$ cat config.mk
export PLATFORM = sky130hd
export DESIGN_NAME = shared_mem_access_controller
export DESIGN_NICKNAME = d
export VERILOG_FILES = /design/src/rtl/shared_mem_access_controller.sv
export SDC_FILE = /design/constraint.sdc
export NUM_CORES = 1
export LEC_CHECK = 0
export ABC_AREA = 1
export BUFFER_PORTS_ARGS = -buffer_cell sky130_fd_sc_hd__buf_2
export CELL_PAD_IN_SITES_DETAIL_PLACEMENT = 1
export CELL_PAD_IN_SITES_GLOBAL_PLACEMENT = 1
export CORE_UTILIZATION = 33
export CTS_BUF_LIST = sky130_fd_sc_hd__clkbuf_8
export DETAILED_ROUTE_END_ITERATION = 7
export PLACE_DENSITY_LB_ADDON = 0.1
export RECOVER_POWER = 25
export SLEW_MARGIN = 10
export SYNTH_ARGS = -nofsm -noshare
export SYNTH_HDL_FRONTEND = slang
export SYNTH_SLANG_ARGS = --single-unit
$ cat constraint.sdc
create_clock -name clk -period 3.3 [get_ports clk]
set_input_delay 0.825 -clock clk [delete_from_list [all_inputs] [get_ports clk]]
set_output_delay 0.825 -clock clk [all_outputs]
set_load 0.005 [all_outputs]
$ cat src/rtl/shared_mem_access_controller.sv
// shared_mem_access_controller: runs one granted CPU access on the shared memory port with timeout.
module shared_mem_access_controller #(
  parameter int AW = 8,
  parameter int DW = 8,
  parameter int TIMEOUT = 15
) (
  input  logic          clk,
  input  logic          reset,
  input  logic [1:0]    grant,
  input  logic          req1,
  input  logic          req2,
  input  logic          req3,
  input  logic [AW-1:0] addr1,
  input  logic [AW-1:0] addr2,
  input  logic [AW-1:0] addr3,
  input  logic [DW-1:0] wdata1,
  input  logic [DW-1:0] wdata2,
  input  logic [DW-1:0] wdata3,
  input  logic          we1,
  input  logic          we2,
  input  logic          we3,
  output logic          mem_req,
  output logic          mem_we,
  output logic [AW-1:0] mem_addr,
  output logic [DW-1:0] mem_wdata,
  input  logic [DW-1:0] mem_rdata,
  input  logic          mem_ready,
  output logic [DW-1:0] rdata,
  output logic [2:0]    done,
  output logic [2:0]    err,
  output logic          busy,
  output logic [1:0]    owner
);
  localparam int CW = $clog2(TIMEOUT + 1);
  typedef enum logic [1:0] {IDLE, ACCESS, RESP} state_t;
  state_t state, state_n;
  logic [CW-1:0] cnt, cnt_n;
  logic mem_req_n, mem_we_n;
  logic [AW-1:0] mem_addr_n;
  logic [DW-1:0] mem_wdata_n, rdata_n;
  logic [2:0] done_n, err_n, owner_hot;
  logic [1:0] owner_n;
  logic sel_req, sel_we;
  logic [AW-1:0] sel_addr;
  logic [DW-1:0] sel_wdata;
  assign sel_req   = grant == 2'd1 ? req1   : grant == 2'd2 ? req2   : grant == 2'd3 ? req3 : 1'b0;
  assign sel_we    = grant == 2'd1 ? we1    : grant == 2'd2 ? we2    : we3;
  assign sel_addr  = grant == 2'd1 ? addr1  : grant == 2'd2 ? addr2  : addr3;
  assign sel_wdata = grant == 2'd1 ? wdata1 : grant == 2'd2 ? wdata2 : wdata3;
  assign owner_hot = 3'b001 << (owner - 2'd1);
  assign busy = state != IDLE;
  always_comb begin
    state_n = state;
    cnt_n = cnt;
    mem_req_n = mem_req;
    mem_we_n = mem_we;
    mem_addr_n = mem_addr;
    mem_wdata_n = mem_wdata;
    rdata_n = rdata;
    owner_n = owner;
    done_n = 3'b000;
    err_n = 3'b000;
    case (state)
      IDLE: if (sel_req) begin
        owner_n = grant;
        mem_addr_n = sel_addr;
        mem_wdata_n = sel_wdata;
        mem_we_n = sel_we;
        mem_req_n = 1'b1;
        cnt_n = '0;
        state_n = ACCESS;
      end
      ACCESS: if (mem_ready) begin
        mem_req_n = 1'b0;
        rdata_n = mem_we ? rdata : mem_rdata;
        done_n = owner_hot;
        state_n = RESP;
      end else if (cnt == CW'(TIMEOUT - 1)) begin
        mem_req_n = 1'b0;
        err_n = owner_hot;
        state_n = RESP;
      end else
        cnt_n = cnt + 1'b1;
      default: state_n = IDLE;
    endcase
  end
  always_ff @(posedge clk)
    if (reset) begin
      state <= IDLE;
      cnt <= '0;
      mem_req <= 1'b0;
      mem_we <= 1'b0;
      mem_addr <= '0;
      mem_wdata <= '0;
      rdata <= '0;
      owner <= 2'd0;
      done <= 3'b000;
      err <= 3'b000;
    end else begin
      state <= state_n;
      cnt <= cnt_n;
      mem_req <= mem_req_n;
      mem_we <= mem_we_n;
      mem_addr <= mem_addr_n;
      mem_wdata <= mem_wdata_n;
      rdata <= rdata_n;
      owner <= owner_n;
      done <= done_n;
      err <= err_n;
    end
endmodule

# Yosys cells after proc, flatten, opt, wreduce, memory -nomap -nowiden
# Cells that the tools add are included.
[totals]
in_bits = 67
mem_count = 0
wordCells = 57
rom_bits = 0
ram_bits = 0
latchBits = 0
reg_bits = 40
[op_classes]
n_lt_le_gt_ge = 0
shifts = 1
div_mod_pow = 0
muxes = 21
n_addsub = 2
reduce_logical = 10
n_eq_ne = 9
bitwise = 4
mul = 0
[ops]
columns = ["operator", "n"]
rows = [
  ["$mux W8", 4],
  ["$mux W4", 3],
  ["$mux W1", 8],
  ["$pmux W4 S2", 1],
  ["$mux W2", 3],
  ["$ne A2 B2 Y1 const B", 3],
  ["$reduce_and A3 Y1", 2],
  ["$add A4 B1 Y4 const B", 1],
  ["$eq A2 B1 Y1 const B", 2],
  ["$eq A2 B2 Y1 const B", 2],
  ["$eq A4 B4 Y1 const B", 1],
  ["$not A1 Y1", 4],
  ["$pmux W2 S2", 1],
  ["$reduce_and A2 Y1", 2],
  ["$reduce_and A4 Y1", 1],
  ["$reduce_bool A2 Y1", 2],
  ["$reduce_or A4 Y1", 1],
  ["$ne A3 B3 Y1 const B", 1],
  ["$reduce_or A3 Y1", 1],
  ["$shl A1 B2 Y3 const A", 1],
  ["$logic_not A2 Y1", 1],
  ["$pmux W1 S2", 1],
  ["$sub A2 B1 Y2 const B", 1],
]

# Logic depth before layout (Yosys ltp)
# Gate-level depths: netlist (run 1).
[logic_depth]
word_depth = 6
ltp_mapped = 8

# Worst setup path after synthesis (run 1)
# OpenSTA, ideal clock, no wires.
[synth_path]
path_kind = "input -> register"
startpoint = "input grant[0]"
endpoint = "register mem_we"
path_buffers = 1
cell_stages = 7
path_slack_ns = 1.743
required_time_ns = 3.187
arrival_time_ns = 1.444
setup_time_ns = 0.113
cell_sequence = "inv_2 > nand2_2 > buf_2 > o21ai_1 > o21ai_0 > nor2_1 > nor2_1"
[synth_between]
elab_chain_cells = 5
elab_cells_between_ends = 9
cone_classes = "eq/ne (3); mux (5); reduce/logical (1)"
[synth_rtl]
columns = ["element", "line_no", "source"]
rows = [
  ["from (decl)", "9", "input logic [1:0] grant,"],
  ["$eq A2 B2 Y1", "46", "assign sel_req = grant == 2'd1 ? req1 : grant == 2'd2 ? req2 : grant == 2'd3 ? req3 : 1'b0;"],
  ["$mux W1 (3 in a row)", "46", ""],
  ["$reduce_and A2 Y1 (no line)", "n/a", ""],
  ["to (signal assigned)", "103", "mem_we <= mem_we_n;"],
  ["to (decl)", "23", "output logic mem_we,"],
]
# Several ways; a longest one is shown, not always the timed one.
# A chain may end at the register's enable or synchronous reset.

# Worst setup path after layout (run 1)
[layout_path]
startpoint = "input grant[0]"
endpoint = "register mem_wdata[1]"
[layout_between]
elab_chain_cells = 5
elab_cells_between_ends = 9
cone_classes = "eq/ne (3); mux (5); reduce/logical (1)"
[layout_rtl]
columns = ["element", "line_no", "source"]
rows = [
  ["$eq A2 B2 Y1", "46", ""],
  ["$mux W1 (3 in a row)", "46", ""],
  ["$reduce_and A2 Y1 (no line)", "n/a", ""],
  ["to (signal assigned)", "105", "mem_wdata <= mem_wdata_n;"],
  ["to (decl)", "25", "output logic [DW-1:0] mem_wdata,"],
]
# Several ways; a longest one is shown, not always the timed one.

==> results of run 1 <==
metal layers:
metal	GRT usage, %	share of wire (%)
met3	5.76	7.5
met5	0	0
met2	32.6	44
met4	6.23	1.3
met1	21.9	47
registers in the layout (all words and copies together) (netlist names):
register and count:
rdata 8, mem_we 1, err 3, mem_addr 8, done 3, mem_wdata 8, state 2, cnt 4
owner 2, mem_req 1
critical path, delay by kind of cell:
kind	cells	cell delay, ns
AND/OR/NAND/NOR	4	0.82
AO/OA/AOI/OAI	1	0.26
buffers and inverters	3	0.54
layout make-up:
type | instances | area share (%)
flip-flops and latches | 40 | 32.0
repair buffers | 102 | 20.3
clock inverters | 2 | 0.550
clock buffers | 6 | 3.30
inverters | 30 | 4.50
well taps | 72 | 3.60
multi-input cells | 199 | 35.7
worst paths after layout:
kind	start	endpoint	slack, ns
max reg2reg	state[1]$_SDFFE_PP0P_	mem_wdata[1]$_SDFFE_PP0P_	1.42
min reg2reg	mem_req$_SDFFE_PP0P_	mem_req$_SDFFE_PP0P_	0.48
max	grant[0]	mem_wdata[1]$_SDFFE_PP0P_	1.03
min	mem_req$_SDFFE_PP0P_	mem_req$_SDFFE_PP0P_	0.48
synthesized netlist by cell type:
master,n
buf_4,3
clkbuf_1,2
inv_2,4
inv_1,26
o21ai_0,30
buf_2,5
o21bai_1,1
nand4_1,2
a21oi_1,5
dfxtp_1,40
buf_1,1
xnor2_1,1
ha_1,2
nor2_1,62
nand2_2,2
o21ai_1,31
nand3_1,11
nor2_4,1
nor2_2,1
nand2_1,44
nor3_1,6
buf_6,2
where the power goes:
part,leakage (nW),internal (mW),switching (mW)
Combinational,0.923,0.0918,0.121
Sequential,0.327,0.518,0.0212
Clock,0.0516,0.171,0.175
Total,1.30,0.780,0.317
per-stage QoR:
step | instances | instance area, um2 | setup slack [ns]
final | 451 | 2500 | 1.03
after global routing | 451 | 2500 | 0.831
after CTS | 451 | 2510 | 1.34
after detailed placement | 443 | 2410 | 1.05
after global placement | 443 | 2410 | 1.13
after floorplan | 282 | 1890 | 1.74
cells in the final DEF, fill, tap and decap left out, drive strengths merged:
cell type,synthesis,layout
xnor2,1,1
o21bai,1,1
nand4,2,2
clkinv,0,1
buf,11,99
nor3,6,6
dfxtp,40,40
nand3,11,11
nand2,46,46
ha,2,2
o21ai,61,61
inv,30,31
a21oi,5,5
nor2,64,64
clkbuf,2,9
cells by family (layout without fill, tap and decap cells):
| family | Yosys count | in the layout | share of synthesized area (%) |
|---|---|---|---|
| fa+ha+maj | 2 | 2 | 1.32 |
| xor+xnor | 1 | 1 | 0.463 |
| buf+inv | 43 | 140 | 10.3 |
| flops | 40 | 40 | 42.3 |
| simple gates | 129 | 129 | 27.8 |
| compound gates | 67 | 67 | 17.9 |
==> results.toml, run 1 <==
[setup_path]
cp-start-kind = "input pin"
critPathRequiredTime_ns = 3.49
critPathMaxFanout = 25
cp_cell_sequence = "buf_2 -> inv_2 -> nand3_1 -> nand3_1 -> nand2_1 -> inv_2 -> o21ai_1 -> nor2_1"
crit_path_max_incr_delay_ns = 0.61
cp-end-kind = "flip-flop"
path_class = "in -> reg"
r2r_cells = 5
cpMaxStageDelayCell = "nand2_1"
cp.arrival_ns = 2.46

[grt]
overflow = 0
grtUsageTotal_pct = 18.8
grt_pass1_vias = 2098
grt_max_degree = 35
grt_pass1_wl_um = 9050
antenna_found_initial = 0

[die]
core_um2 = 5510
rows = 27
die_area_um2 = 6040
dieWidth_um = 77.7
fp.dieH_um = 77.7
floorplan.io_pins = 102
start_util_pct = 34.4

[cells_and_area]
final_nets = 447
n_fill_cell = 787
multi_input_comb_area_um2 = 895
final_util_pct = 45.5
area_growth_pct = 32.3
antenna_cells = 0
seqCellArea_um2 = 801
final_layout_size_suffix_gt1_share_pct = 30.1

[yosys]
synth_top_area_share_pct = 42.3
avgSynthCellArea_um2 = 6.71
ys_seq_area_share_pct = 42.3
synth_top_area_cell = "dfxtp_1"
ys_top_cells_by_area = "dfxtp_1 (42%), nor2_1 (12%), nand2_1 (8.7%)"
synth_warnings = 0
synth-seq-cells = 40
yosysUniqueCellTypes = 22
syn_nets = 351
synth_area_um2 = 1890
synthesis.instances = 282

[drt]
drt_iter0_markers = 63
dr_total_vias = 2057
wirelength_um = 5230
postRouteAntennaNets = 0
wire_per_inst_um = 11.6
vias_per_cell = 4.56
drt-pass1-iter-count = 4
drc = 0

[timing]
hold_viol = 0
max_slew_margin_pct = 45.1
rsz0062_at_grt = "false"
max_freq_ghz = 0.440
final.setup.tns_ns = 0
setup_viol = 0
tightest_slew_ns = 0.822
period_share_pct = 68.8
whs_ns = 0.475
slew_viol_final = 0
fin_skew_ns = 0.00563
fin_crit_ns = 2.27

[pwr]
power_mw = 1.10
pwr_density_cell_nw_per_um2 = 438
leakage_nw = 1.30
ir_worst_vdd_uv = 144

[clock_tree]
cts_resized = 0
cts-root-buf = "clkbuf_8"
htreeDepth = 2
ctsHoldBuffers = 0
clk_path_buf_depth = 2
cts_made_buffers = 5
post-cts-setup-buffer-count = 0
clk_latency_ns = 0.29
tritoncts = "done"
cts.clk_slew.worst_paths_ns = 0.08
cts.sinks = 40

[status]
outcome = "finished, final reports clean"

[place]
gp_congestion = 0.752
portBuffers = 101
dp_hpwl_um = 4060

[min_path]
hold_class = "reg -> reg"
min_path_cells = 2

[flow_run]
maxCapViolCount = 0
(Power assumes the default switching activity.)
==> run 2: changes to the inputs <==
- CORE_UTILIZATION: 33 -> 30
- clock period: 3.3 -> 2.3 ns (I/O delays scaled with it)
==> run 2 against run 1 <==
Flip-flop and latch count did not move. Clock power rose by 65%. Final cell count rose by 1.1%. Via count fell by 0.29%. First-iteration DRC count rose by 4.8%. Count of clock-buffer cells in the layout fell by 1. Non-clock buffer count rose by 2. Total power rose by 51%. Core utilization fell by 3.3 points. Clock skew barely moved. Critical path type is now reg -> reg. Largest cell class unchanged. Largest power group unchanged.
==> results.toml, run 2 (synthesis gave the netlist of run 1 again) <==
[drt]
drt-pass1-iter-count = 4
vias_per_cell = 4.50
dr_total_vias = 2051
wirelength_um = 5280
postRouteAntennaNets = 0
drt_iter0_markers = 66
drc = 0
wire_per_inst_um = 11.6

[timing]
hold_viol = 0
max_slew_margin_pct = 62.3
fin_crit_ns = 1.58
setup_viol = 0
tightest_slew_ns = 0.563
final.setup.tns_ns = 0
fin_skew_ns = 0.00587
period_share_pct = 68.7
max_freq_ghz = 0.633
rsz0062_at_grt = "false"
whs_ns = 0.477
slew_viol_final = 0

[die]
start_util_pct = 31.6
fp.dieH_um = 81.4
rows = 28
core_um2 = 5990
dieWidth_um = 81.4
die_area_um2 = 6630
floorplan.io_pins = 102

[clock_tree]
cts_made_buffers = 5
cts.sinks = 40
clk_latency_ns = 0.29
post-cts-setup-buffer-count = 0
ctsHoldBuffers = 0
cts.clk_slew.worst_paths_ns = 0.08
cts_resized = 0
tritoncts = "done"
clk_path_buf_depth = 2
htreeDepth = 2
cts-root-buf = "clkbuf_8"

[setup_path]
cp-start-kind = "flip-flop"
reg2reg_slack_ns = 0.72
path_class = "reg -> reg"
cp.arrival_ns = 1.80
critPathRequiredTime_ns = 2.52
cp-end-kind = "flip-flop"
critPathMaxFanout = 7

[pwr]
pwr_density_cell_nw_per_um2 = 653
ir_worst_vdd_uv = 291
leakage_nw = 1.30

[place]
gp_congestion = 0.775
placed_cells_incl_taps = 448
portBuffers = 101
dp_hpwl_um = 4070

[flow_run]
maxCapViolCount = 0

[grt]
grtUsageTotal_pct = 17.5
grt_pass1_wl_um = 8960
antenna_found_initial = 0
grt_max_degree = 35
grt_pass1_vias = 2051
overflow = 0

[cells_and_area]
n_fill_cell = 842
final_nets = 449
area_growth_pct = 33.7
reg_top3 = "mem_addr: 8 flops, mem_wdata: 8 flops, rdata: 8 flops"
final_layout_size_suffix_gt1_share_pct = 29.4
mostFrequentLayoutCell = "buf_2"
finalNonFillerCells = 456
antenna_cells = 0
layout_common_cells = "buf_2 (95), nor2_1 (63), nand2_1 (44)"

[min_path]
hold_class = "reg -> reg"

[status]
outcome = "finished, final reports clean"
run 2: cell types whose count changed in the layout (fill, tap and decap cells not counted), sizes merged:
cell      previous run  this run
buf                 99        98
clkbuf               9        11
bufinv               0         1
clkinv               1         2
clkinvlp             0         1
inv                 31        29
run 2: critical path, stage by stage, from the launching register on:
cell and delay [ns]:
dfxtp_1 0.34, clkinv_1 0.06, nor2_1 0.39, nand3_1 0.33, nand2_1 0.21, nand2_1 0.07, a21oi_1 0.11
run 2: per-layer routing:
layer	vias to the layer above	track usage (%)	wire length, um
met3	4	5.00	448
met5	-	0	0
met2	71	30.8	2400
met4	0	5.36	54
li1	1091	-	-
met1	885	20.3	2380
run 2: path summary, 6_finish.rpt:
check,cells past startpoint,end,startpoint
setup / recovery,6,cnt[3]$_SDFFE_PP0P_,state[0]$_SDFFE_PP0P_
setup reg to reg,6,cnt[3]$_SDFFE_PP0P_,state[0]$_SDFFE_PP0P_
hold reg to reg,2,mem_req$_SDFFE_PP0P_,mem_req$_SDFFE_PP0P_
hold / removal,2,mem_req$_SDFFE_PP0P_,mem_req$_SDFFE_PP0P_
run 2: report_power, final:
group          switching [mW]  internal [mW]
combinational           0.174          0.133
sequential             0.0288          0.743
clock                   0.251          0.321
run 2: layout make-up:
| class | count | area, um2 | area share (%) |
|---|---|---|---|
| multi-input combinational | 199 | 890 | 35.2 |
| clock inverter | 3 | 42.5 | 1.68 |
| timing repair buffer | 104 | 520 | 20.6 |
| clock buffer | 5 | 68.8 | 2.72 |
| tap | 75 | 93.8 | 3.71 |
| sequential | 40 | 801 | 31.7 |
| inverter | 30 | 113 | 4.45 |
run 2: per-stage QoR:
stage          total power, mW  utilization, %  cell area [um2]  setup slack, ns
3_5_place_dp              1.11            40.6             2430            0.434
3_3_place_gp              1.10            40.6             2430            0.427
6_report                  1.65            42.2             2530            0.720
5_1_grt                   1.76            42.2             2530            0.482
4_1_cts                   1.68            42.5             2540            0.689
2_1_floorplan            0.963               -             1890            0.993
==> run 3: changes to the inputs <==
- clock period: 2.3 -> 1.5 ns (I/O delays scaled with it)
==> run 3 against run 2 <==
Via count rose by 1.2%. Largest cell class unchanged. Non-clock buffer count rose by 5. Combinational power rose by 60%. Setup slack got worse by 0.60 ns.
==> results.toml, run 3 (synthesis gave the netlist of run 1 again) <==
[pwr]
leakage_nw = 1.34
pwr_density_cell_nw_per_um2 = 1010
ir_worst_vdd_uv = 364
power_mw = 2.63

[place]
gp_congestion = 0.776
dp_hpwl_um = 4110
portBuffers = 101
placed_cells_incl_taps = 453

[clock_tree]
htreeDepth = 2
cts.sinks = 40
tritoncts = "done"
post-cts-setup-buffer-count = 0
cts_made_buffers = 5
clk_latency_ns = 0.29
cts-root-buf = "clkbuf_8"
clk_path_buf_depth = 2
cts.clk_slew.worst_paths_ns = 0.08

[timing]
setup_viol = 0
period_share_pct = 92.1
fin_crit_ns = 1.38
tightest_slew_ns = 0.367
rsz0062_at_grt = "false"
fin_skew_ns = 0.00476
max_freq_ghz = 0.724
max_slew_margin_pct = 75.5
hold_viol = 0
slew_viol_final = 0

[setup_path]
rr_startpoint = "cnt[0]$_SDFFE_PP0P_"
reg2reg_slack_ns = 0.18
cpMaxStageDelayCell = "dfxtp_1"
r2r-end = "cnt[3]$_SDFFE_PP0P_"
critPathRequiredTime_ns = 1.12
critPathMaxFanout = 2
critical_path_depth = 3
cp-start-kind = "flip-flop"
path_class = "reg -> out"
cp-end-kind = "primary output"
crit_path_max_incr_delay_ns = 0.34
cp_cell_sequence = "nor2_1 -> inv_1 -> buf_2"
critPathBufInv = 2
critPathTopFamily = "flip-flops"
r2r_cells = 7
cp.arrival_ns = 1.01

[cells_and_area]
finalNonFillerCells = 461
layout_common_cells = "buf_2 (96), nor2_1 (62), nand2_1 (43)"
final_nets = 454
mostFrequentLayoutCell = "buf_2"
area_growth_pct = 38.4
reg_top3 = "mem_addr: 8 flops, mem_wdata: 8 flops, rdata: 8 flops"
final_layout_size_suffix_gt1_share_pct = 31.3
antenna_cells = 0
n_fill_cell = 827

[grt]
antenna_found_initial = 0
grt_pass1_vias = 1969
overflow = 0
grtUsageTotal_pct = 16.8
grt_pass1_wl_um = 8600
grt_max_degree = 35

[die]
dieWidth_um = 81.4
die_area_um2 = 6630
start_util_pct = 31.6
rows = 28
core_um2 = 5990
floorplan.io_pins = 102
fp.dieH_um = 81.4

[drt]
dr_total_vias = 2076
wirelength_um = 5240
drt_iter0_markers = 65
vias_per_cell = 4.50
postRouteAntennaNets = 0
drt-pass1-iter-count = 4
drc = 0
wire_per_inst_um = 11.4

[status]
outcome = "finished, final reports clean"

[min_path]
hold_class = "in -> reg"
min_path_cells = 3
hold_end = "rdata[1]$_SDFFE_PP0P_"
hold_path_startpoint = "mem_rdata[1]"

[flow_run]
maxCapViolCount = 0
-- run 3: cell types whose count changed in the layout (fill, tap and decap cells not counted), sizes merged --
cell / delta
clkbuf: +1
buf: +6
clkinvlp: -1
inv: +1
clkinv: -2
-- run 3: through the flow --
stage / hold slack, ns / TNS [ns] / setup WS (ns) / utilization [%] / cell area (um2)
finish: 0.332 / 0 / 0.118 / 43.7 / 2620
global route: 0.350 / 0 / 0.0174 / 43.7 / 2620
CTS: 0.331 / 0 / 0.0351 / 43.5 / 2610
detailed placement: 0.465 / -0.0190 / -0.0167 / 41.4 / 2480
global placement: 0.456 / 0 / 0.0205 / 41.4 / 2480
floorplan: 0.444 / 0 / 0.275 / - / 1890
-- run 3: final cells by class --
class	count	area [um2]	area share, %
Clock buffer	7	96.3	3.68
Clock inverter	1	30.0	1.15
Inverter	30	113	4.30
Multi-Input combinational cell	199	912	34.8
Sequential cell	40	801	30.6
Tap cell	75	93.8	3.59
Timing Repair Buffer	109	572	21.8
-- run 3: what timing repair did --
item / 4_1_cts / 5_1_grt
endpoints found under the setup margin: 0 / 5
gates resized for setup: 0 / 3
endpoints found under the hold margin: 0 / 0
hold buffers: 0 / 0
-- run 3: worst max path at each step --
stage / from / to / slack [ns]
final: state[1]$_SDFFE_PP0P_ / busy / 0.12
after global routing: cnt[0]$_SDFFE_PP0P_ / cnt[3]$_SDFFE_PP0P_ / 0.02
after CTS: cnt[0]$_SDFFE_PP0P_ / cnt[3]$_SDFFE_PP0P_ / 0.04
after detailed placement: grant[0] / mem_addr[1]$_SDFFE_PP0P_ / -0.02
after global placement: grant[0] / mem_addr[1]$_SDFFE_PP0P_ / 0.02
after floorplan: cnt[0]$_SDFFE_PP0P_ / cnt[2]$_SDFFE_PP0P_ / 0.27
-- run 3: per-layer routing --
metal,global-route usage (%),wire length [um],vias to the layer above
li1,-,-,1105
met1,19.9,2390,891
met2,29.2,2350,76
met3,5.00,450,4
met4,4.29,51,0
met5,0,0,-
-- run 3: where the power goes --
| group | internal (mW) | switching [mW] |
|---|---|---|
| Clock | 0.587 | 0.371 |
| Combinational | 0.221 | 0.272 |
| Sequential | 1.14 | 0.0451 |
| Total | 1.95 | 0.688 |
-- run 3: worst register-to-register path, delay by kind of cell, from the launching register on --
family,cells,cell delay [ns]
and+or+nand+nor,4,0.47
buffers and inverters,1,0.09
adders and majority gates,1,0.20
DFF,1,0.39
AOI/OAI and AO/OA,1,0.11
